**src/rtl/pong_timing_pkg.sv**
```systemverilog
// Shared timing constants and game-state encoding for the pong tick controller.
package pong_timing_pkg;

  localparam int unsigned CNT_W = 28;

  localparam logic [CNT_W-1:0] BASE_DIV_DEF   = 28'd1000000;
  localparam logic [CNT_W-1:0] DIV_STEP_DEF   = 28'd100000;
  localparam logic [CNT_W-1:0] PADDLE_DIV_DEF = 28'd500000;
  localparam logic [2:0]       MAX_LEVEL_DEF  = 3'd7;
  localparam logic [3:0]       SERVE_TICKS_DEF    = 4'd8;
  localparam logic [3:0]       HITS_PER_LEVEL_DEF = 4'd4;

  typedef enum logic [1:0] {
    ST_IDLE  = 2'd0,
    ST_SERVE = 2'd1,
    ST_RUN   = 2'd2,
    ST_PAUSE = 2'd3
  } state_t;

endpackage

```
**src/rtl/pong_tick_div.sv**
```systemverilog
// Programmable divide counter: counts while enabled, wraps at period-1.
// The >= compare lets a shrinking period take effect mid-count safely.
module pong_tick_div #(
  parameter int unsigned CNT_W = pong_timing_pkg::CNT_W
) (
  input  logic             clk,
  input  logic             rst,
  input  logic             en,
  input  logic             clr,
  input  logic [CNT_W-1:0] period,
  output logic             wrap
);

  logic [CNT_W-1:0] cnt;

  assign wrap = (cnt >= (period - CNT_W'(1)));

  // Counter register: synchronous clear wins, otherwise advance/wrap when enabled.
  always_ff @(posedge clk or posedge rst) begin
    if (rst) begin
      cnt <= '0;
    end else if (clr) begin
      cnt <= '0;
    end else if (en) begin
      cnt <= wrap ? '0 : (cnt + CNT_W'(1));
    end
  end

endmodule

```
**src/rtl/pong_tick_ctrl.sv**
```systemverilog
// Pong game timing controller: game FSM, serve delay, hit-driven speed levels,
// and single-cycle ball/paddle update enables in the clock_in domain.
module pong_tick_ctrl #(
  parameter int unsigned      CNT_W          = pong_timing_pkg::CNT_W,
  parameter logic [CNT_W-1:0] BASE_DIV       = pong_timing_pkg::BASE_DIV_DEF,
  parameter logic [CNT_W-1:0] DIV_STEP       = pong_timing_pkg::DIV_STEP_DEF,
  parameter logic [2:0]       MAX_LEVEL      = pong_timing_pkg::MAX_LEVEL_DEF,
  parameter logic [CNT_W-1:0] PADDLE_DIV     = pong_timing_pkg::PADDLE_DIV_DEF,
  parameter logic [3:0]       SERVE_TICKS    = pong_timing_pkg::SERVE_TICKS_DEF,
  parameter logic [3:0]       HITS_PER_LEVEL = pong_timing_pkg::HITS_PER_LEVEL_DEF
) (
  input  logic       clock_in,
  input  logic       reset,
  input  logic       start,
  input  logic       stop,
  input  logic       pause_toggle,
  input  logic       hit,
  input  logic       miss,
  output logic       ball_tick,
  output logic       paddle_tick,
  output logic [1:0] state,
  output logic [2:0] level,
  output logic       running
);

  import pong_timing_pkg::state_t, pong_timing_pkg::ST_IDLE, pong_timing_pkg::ST_SERVE,
         pong_timing_pkg::ST_RUN, pong_timing_pkg::ST_PAUSE;

  state_t           state_q, state_d;
  state_t           saved_q, saved_d;
  logic [3:0]       serve_q, serve_d;
  logic [3:0]       hits_q, hits_d;
  logic [2:0]       level_q, level_d;
  logic [CNT_W-1:0] ball_div;
  logic             cnt_en, cnt_clr;
  logic             ball_wrap, paddle_wrap;

  // Ball period shrinks by one step per speed level.
  always_comb begin
    ball_div = BASE_DIV - (CNT_W'(level_q) * DIV_STEP);
  end

  pong_tick_div #(.CNT_W(CNT_W)) u_ball_div (
    .clk    (clock_in),
    .rst    (reset),
    .en     (cnt_en),
    .clr    (cnt_clr),
    .period (ball_div),
    .wrap   (ball_wrap)
  );

  pong_tick_div #(.CNT_W(CNT_W)) u_paddle_div (
    .clk    (clock_in),
    .rst    (reset),
    .en     (cnt_en),
    .clr    (cnt_clr),
    .period (PADDLE_DIV),
    .wrap   (paddle_wrap)
  );

  // State, saved-state, serve, hit and level registers.
  always_ff @(posedge clock_in or posedge reset) begin
    if (reset) begin
      state_q <= ST_IDLE;
      saved_q <= ST_SERVE;
      serve_q <= '0;
      hits_q  <= '0;
      level_q <= '0;
    end else begin
      state_q <= state_d;
      saved_q <= saved_d;
      serve_q <= serve_d;
      hits_q  <= hits_d;
      level_q <= level_d;
    end
  end

  // Tick registers: a wrap taken this cycle becomes a one-cycle enable next cycle.
  always_ff @(posedge clock_in or posedge reset) begin
    if (reset) begin
      ball_tick   <= 1'b0;
      paddle_tick <= 1'b0;
    end else begin
      ball_tick   <= cnt_en && ball_wrap && (state_q == ST_RUN);
      paddle_tick <= cnt_en && paddle_wrap;
    end
  end

  // Next-state logic, prioritised: stop, start, miss, pause entry, pause exit.
  // Counters also hold on the cycle a pause is taken, so a resume continues
  // from exactly the count present when pause_toggle arrived.
  always_comb begin
    state_d = state_q;
    saved_d = saved_q;
    serve_d = serve_q;
    hits_d  = hits_q;
    level_d = level_q;
    cnt_en  = 1'b0;
    cnt_clr = 1'b0;
    if (stop) begin
      state_d = ST_IDLE;
      cnt_clr = 1'b1;
      serve_d = '0;
      hits_d  = '0;
      level_d = '0;
    end else begin
      case (state_q)
        ST_IDLE: begin
          if (start) begin
            state_d = ST_SERVE;
            cnt_clr = 1'b1;
            serve_d = '0;
          end
        end
        ST_SERVE: begin
          if (pause_toggle) begin
            state_d = ST_PAUSE;
            saved_d = ST_SERVE;
          end else begin
            cnt_en = 1'b1;
            if (ball_wrap) begin
              if (serve_q == (SERVE_TICKS - 4'd1)) begin
                state_d = ST_RUN;
                serve_d = '0;
              end else begin
                serve_d = serve_q + 4'd1;
              end
            end
          end
        end
        ST_RUN: begin
          if (miss) begin
            state_d = ST_SERVE;
            cnt_clr = 1'b1;
            serve_d = '0;
            hits_d  = '0;
            level_d = '0;
          end else begin
            if (pause_toggle) begin
              state_d = ST_PAUSE;
              saved_d = ST_RUN;
            end else begin
              cnt_en = 1'b1;
            end
            if (hit) begin
              if (hits_q == (HITS_PER_LEVEL - 4'd1)) begin
                hits_d = '0;
                if (level_q != MAX_LEVEL) begin
                  level_d = level_q + 3'd1;
                end
              end else begin
                hits_d = hits_q + 4'd1;
              end
            end
          end
        end
        ST_PAUSE: begin
          if (pause_toggle) begin
            state_d = saved_q;
          end
        end
        default: state_d = ST_IDLE;
      endcase
    end
  end

  assign state   = state_q;
  assign level   = level_q;
  assign running = (state_q == ST_RUN);

endmodule

```
**config.mk**
```make
export PLATFORM = sky130hd
export DESIGN_NAME = pong_tick_ctrl
export DESIGN_NICKNAME = d
export VERILOG_FILES = /design/src/rtl/pong_timing_pkg.sv /design/src/rtl/pong_tick_div.sv /design/src/rtl/pong_tick_ctrl.sv
export SDC_FILE = /design/constraint.sdc
export NUM_CORES = 1
export LEC_CHECK = 0
export CELL_PAD_IN_SITES_DETAIL_PLACEMENT = 1
export CELL_PAD_IN_SITES_GLOBAL_PLACEMENT = 2
export CORE_ASPECT_RATIO = 0.7
export CORE_MARGIN = 2
export CORE_UTILIZATION = 35
export DETAILED_ROUTE_END_ITERATION = 10
export GPL_TIMING_DRIVEN = 0
export PLACE_DENSITY = 0.83
export SETUP_SLACK_MARGIN = 0.1
export SLEW_MARGIN = 15
export SYNTH_ARGS = -nofsm -noshare
export SYNTH_HDL_FRONTEND = slang
export SYNTH_SLANG_ARGS = --single-unit
```
**constraint.sdc**
```tcl
create_clock -name clock_in -period 7.1 [get_ports clock_in]
set_input_delay 1.775 -clock clock_in [delete_from_list [all_inputs] [get_ports clock_in]]
set_output_delay 1.775 -clock clock_in [all_outputs]
set_load 0.02 [all_outputs]
```
# [After elaboration in Yosys (flattened, before gate mapping)]
# Index checks and enable logic that the tools add are counted.
# Widths: inputs -> output; s select.
[classes] addsub=7 mul=1 n_lt_le_gt_ge=2 eq_ne=17 muxes=45 n_bitwise=1 n_reduce_logical=16
[ops] op="$mux 28" count=6
[ops] op="$add 28x1->28 const B" count=2
[ops] op="$mux 4" count=11
[ops] op="$ge 28x19->1 const B" count=1
[ops] op="$ge 28x28->1" count=1
[ops] op="$mux 2" count=11
[ops] op="$sub 21x2->22 const B" count=1
[ops] op="$sub 20x20->21 const A" count=1
[ops] op="$mux 3" count=6
[ops] op="$ne 3x3->1 const B" count=6
[ops] op="$mul 3x12->15 const B" count=1
[ops] op="$reduce_and 5->1" count=3
[ops] op="$ne 4x4->1 const B" count=3
[ops] op="$pmux 4 s3" count=1
[ops] op="$reduce_bool 3->1" count=3
[ops] op="$add 4x1->4 const B" count=2
[ops] op="$pmux 2 s4" count=1
[ops] op="$mux 1" count=6
[ops] op="$ne 2x2->1 const B" count=3
[ops] op="$reduce_bool 2->1" count=3
[ops] op="$eq 2x2->1 const B" count=2
[ops] op="$eq 4x2->1 const B" count=1
[ops] op="$eq 4x3->1 const B" count=1
[ops] op="$pmux 1 s2" count=2
[ops] op="9 further kinds" count=11
[word_totals] reg_bits=73 inputBits=7 out_inout_bits=8 wordCells=98

# [Depth between registers and ports, before layout]
[depth] depth_word=8 ltp_mapped=22

# [Hierarchy]
# From an unflattened synthesis, not the netlist that was laid out.
[hier_totals] hier_cells=856 area_unflattened_um2=7003.0
[by_module_without_submodules] module="pong_tick_div (u_paddle_div)" n_inst=1 cells_per_inst=348 area_each_um2=2791.4 seq_area_each_um2=700.7
[by_module_without_submodules] module="pong_tick_div (u_ball_div)" n_inst=1 cells_per_inst=332 area_each_um2=2701.3 seq_area_each_um2=700.7
[by_module_without_submodules] module="pong_tick_ctrl" n_inst=1 cells_per_inst=176 area_each_um2=1510.2 seq_area_each_um2=426.7

# [Worst setup path after synthesis]
# Ideal clock, no wire load.
[synth_path] path_kind="register to register" startpoint="register level_q[0], in the netlist level[0]" endpoint="register u_ball_div.cnt[17]" setup_time_ns=0.068 arrival_time_ns=5.060 required_ns=7.032 slack_ns=1.972 stages_incl_launch_ff=22 path_buffers=3 synth_period_minus_slack_ns=5.128 cell_sequence="dfrtp_1 clkbuf_1 inv_1 ha_1 buf_2 xor2_1 xnor2_1 xor2_1 nor2b_1 maj3_1 nor3_1 xor2_1 ha_1 a21oi_1 o21ai_0 a221o_1 a221o_1 a31o_1 or2_4 buf_6 or3_1 nand3_1"
[synth_via] elab_chain_cells=7
[synth_lines] item="start, declared" line_no="pong_tick_ctrl.sv:33" text="logic [2:0] level_q, level_d;"
[synth_lines] item="start signal, assigned" line_no="pong_tick_ctrl.sv:74" text="level_q <= level_d;"
[synth_lines] item="$mul 3x12->15" line_no="pong_tick_ctrl.sv:40" text="ball_div = BASE_DIV - (CNT_W'(level_q) * DIV_STEP);"
[synth_lines] item="$sub 20x20->21" line_no="pong_tick_ctrl.sv:40"
[synth_lines] item="$sub 21x2->22" line_no="pong_tick_div.sv:16" text="assign wrap = (cnt >= (period - CNT_W'(1)));"
[synth_lines] item="$ge 28x28->1" line_no="pong_tick_div.sv:16"
[synth_lines] item="$mux 28" line_no="pong_tick_div.sv:25" text="cnt <= wrap ? '0 : (cnt + CNT_W'(1));"
[synth_lines] item="$mux 28" line_no="pong_tick_div.sv:24" text="end else if (en) begin"
[synth_lines] item="$mux 28" line_no="pong_tick_div.sv:22" text="end else if (clr) begin"
[synth_lines] item="end signal, assigned" line_no="pong_tick_div.sv:25"
[synth_lines] item="end, declared" line_no="pong_tick_div.sv:14" text="logic [CNT_W-1:0] cnt;"
# No other way between the ends. The select of a mux whose other input is x is not followed.
# A chain may end at the register's enable or synchronous reset.

# [Worst setup path after layout]
[layout_path] startpoint="register level_q[0], in the netlist level[0]" endpoint="register u_ball_div.cnt[7]"
# Same word-level chain as after synthesis.

==> flow_metrics.tcl <==
set metrics [dict create \
    outcome "completed" \
    hold_path_class "register to register" \
    r2r_slack_ns 1.14 \
    rsz0062_at_grt "false" \
    timing.final.crit_share_pct 84.0 \
    slew_violations 0 \
    vias 4437 \
    antenna_found_initial 0 \
    synth.most_common_cell "dfrtp_1" \
    p_per_area_nw_per_um2 228 \
    worstMarginPinSlew_ns 0.634 \
    ir_drop_mv 0.123 \
    htreeDepth 3 \
    fin_area_um2 5750 \
    fmax_ghz 0.168 \
    relSlewSlack_pct 57.4 \
    syn_area_per_cell_um2 8.71 \
    die_y_um 104 \
    power.leakage_uw 0.00244 \
    drtIter0Drc 211 \
    fin_nets 647 \
    io_pins 15 \
    synthDistinctLibCells 70 \
    cts_root_buf "clkbuf_16" \
    first_pass_iters 4 \
    worst_skew_pair.late_latency_ns 0.34 \
    synth_common_cells "dfrtp_1 (72), nor2_1 (59), nand2_1 (47)" \
    coreArea_um2 14000 \
    start_util_pct 36.0 \
    cap_violations 0 \
    required_ns 7.36 \
    die_w_um 147 \
    syn_nets 621 \
    crit_type "register to register" \
    rows 36 \
    setup-tns-final_ns 0 \
    io_buffers 14 \
    postCtsSetupRepairBufs 0 \
    grt_max_degree 47 \
    grt_overflow 0 \
    holdWs_ns 0.509 \
    routedWlPerCell_um 17.5 \
    grt_pass1_vias 4591 \
    skew_ns 0.0113 \
    postPlaceCellArea_um2 5430 \
    synth_async_sr_flop_share_pct 100 \
    antenna_cells 0 \
    hpwl_mm 10.4 \
    power_uw 1310 \
    worst-endpoint-arrival_ns 6.22 \
    yosysWarningCount 0 \
    finalSetupViolCount 0 \
    ctsResizeCount 0 \
    drive_gt1_share_pct 8.55 \
    synth-edff-count 0 \
    area_delta_synth_final_pct 14.4 \
    dieArea_um2 15300 \
    synthFlopType "dfrtp_1" \
    synthCells 577 \
    hold_violations 0 \
    clockBufferDepth 2 \
    path_max_fanout 10 \
    syn_area_um2 5020 \
    place.gp.congestion 0.815 \
    cts_hold_buf 0 \
    avgViaCountPerCell 5.56 \
    ys_seq_elements 73 \
    wirelength_mm 13.9 \
    grtUsageTotal_pct 19.3 \
    ant_nets 0 \
    cts_tree "done" \
    fin_util_pct 41.2 \
    netlist.area_leader.share_pct 35.9 \
    endpoint_kind "register" \
    grt_pass1_wl_mm 23.9 \
    numCtsBuffers 9 \
    startpoint_type "register" \
    synth_top_cell_by_area "dfrtp_1" \
    drcViolationCount 0 \
    synthTopCellsByArea "dfrtp_1 (36%), ha_1 (9.2%), nor2_1 (4.4%)" \
    seq_area_um2 1830 \
    period_needed_ns 5.96 \
    n_fill_cell 1652 \
    clock-sinks 73 \
    cts.clk_slew.worst_paths_ns 0.06 \
    seq_area_frac_synth_pct 36.4 \
    multi_input_area_um2 2990 \
]
==> routing by layer <==
| layer | part of all wire (%) | GRT usage (%) | up-vias |
|---|---|---|---|
| met5 | 0 | 0 | - |
| met4 | 0.68 | 3.71 | 0 |
| met3 | 3.1 | 3.73 | 7 |
| met2 | 44 | 30.2 | 55 |
| met1 | 52 | 27.8 | 2223 |
| li1 | - | - | 2152 |
==> cell families after synthesis <==
kind of cell             share of synthesized area [%]
AND/OR/NAND/NOR                                   24.4
AO/OA/AOI/OAI                                     18.0
flip-flops                                        36.4
buffers and inverters                             4.06
XOR/XNOR                                          7.35
adder cells (fa/ha/maj)                           9.41
multiplexers                                     0.423
==> flip-flops by register name, indices dropped and copies added (netlist names) <==
| register | flops |
|---|---|
| serve_q | 4 |
| u_paddle_div.cnt | 28 |
| ball_tick | 1 |
| u_ball_div.cnt | 28 |
| state | 2 |
| level | 3 |
| paddle_tick | 1 |
| hits_q | 4 |
| saved_q | 2 |
==> cell type report <==
| type | instances | area share [%] |
|---|---|---|
| clock buffers | 11 | 4.40 |
| inverters | 21 | 1.41 |
| flip-flops and latches | 73 | 31.8 |
| plain buffers | 22 | 2.18 |
| multi-input cells | 461 | 52.1 |
| repair buffers | 15 | 2.92 |
| clock inverters | 5 | 1.09 |
| well taps | 190 | 4.14 |
==> cells in the final DEF, fill, tap and decap left out, drive strengths merged, types with 4 or more instances in the layout <==
cell	netlist	final
clkbuf	13	24
and4	5	5
nor2	60	60
nor3b	5	5
dfrtp	72	72
nand2b	6	6
inv	21	22
a21oi	32	32
nor2b	5	5
a211oi	5	5
xnor2	19	19
buf	9	10
a31o	4	4
or2	4	4
and2	5	5
nand2	48	48
ha	37	37
a31oi	22	22
and3	14	14
xor2	21	21
clkdlybuf4s50	0	14
nand4	9	9
o21ai	44	44
a41oi	7	7
nand3	32	32
nor3	24	24
a21o	4	4
nor4	4	4
or3	13	13
==> worst max-delay path, stage by stage, from the launching register on <==
cell,delay [ns]
dfrtp_1,0.55
clkbuf_1,0.40
inv_1,0.22
ha_1,0.35
buf_2,0.20
xor2_1,0.20
xnor2_1,0.32
xor2_1,0.18
nor2b_1,0.17
maj3_1,0.38
nor3_1,0.24
xor2_1,0.22
ha_1,0.29
a21oi_1,0.13
o21ai_0,0.12
a221o_1,0.36
a221o_1,0.40
a31o_1,0.26
buf_6,0.16
nor2_4,0.19
buf_4,0.24
o21ai_0,0.12
a31oi_1,0.18
==> worst paths after layout <==
kind	start	end	cells after the start
worst max register to register	level[0]$_DFFE_PP0P_	u_ball_div.cnt[7]$_DFFE_PP0P_	22
worst min register to register	u_paddle_div.cnt[18]$_DFFE_PP0P_	u_paddle_div.cnt[18]$_DFFE_PP0P_	2
worst min-delay path	u_paddle_div.cnt[18]$_DFFE_PP0P_	u_paddle_div.cnt[18]$_DFFE_PP0P_	2
min in group asynchronous	reset	hits_q[2]$_DFFE_PP0P_	2
max in group asynchronous	reset	u_ball_div.cnt[4]$_DFFE_PP0P_	3
worst max-delay path	level[0]$_DFFE_PP0P_	u_ball_div.cnt[7]$_DFFE_PP0P_	22
==> per-stage QoR <==
step	setup slack (ns)	instances
floorplan	1.97	577
global placement	1.34	781
detailed placement	1.18	782
CTS	1.13	798
global route	0.707	798
finish	1.14	798
==> power breakdown <==
| part | leakage (uW) | internal (uW) | total (uW) | switching, uW |
|---|---|---|---|---|
| Clock | 0.000148 | 293 | 481 | 188 |
| Combinational | 0.00128 | 134 | 379 | 245 |
| Sequential | 0.00101 | 432 | 450 | 17.8 |
Note: power is estimated with default switching activity, not from simulation.
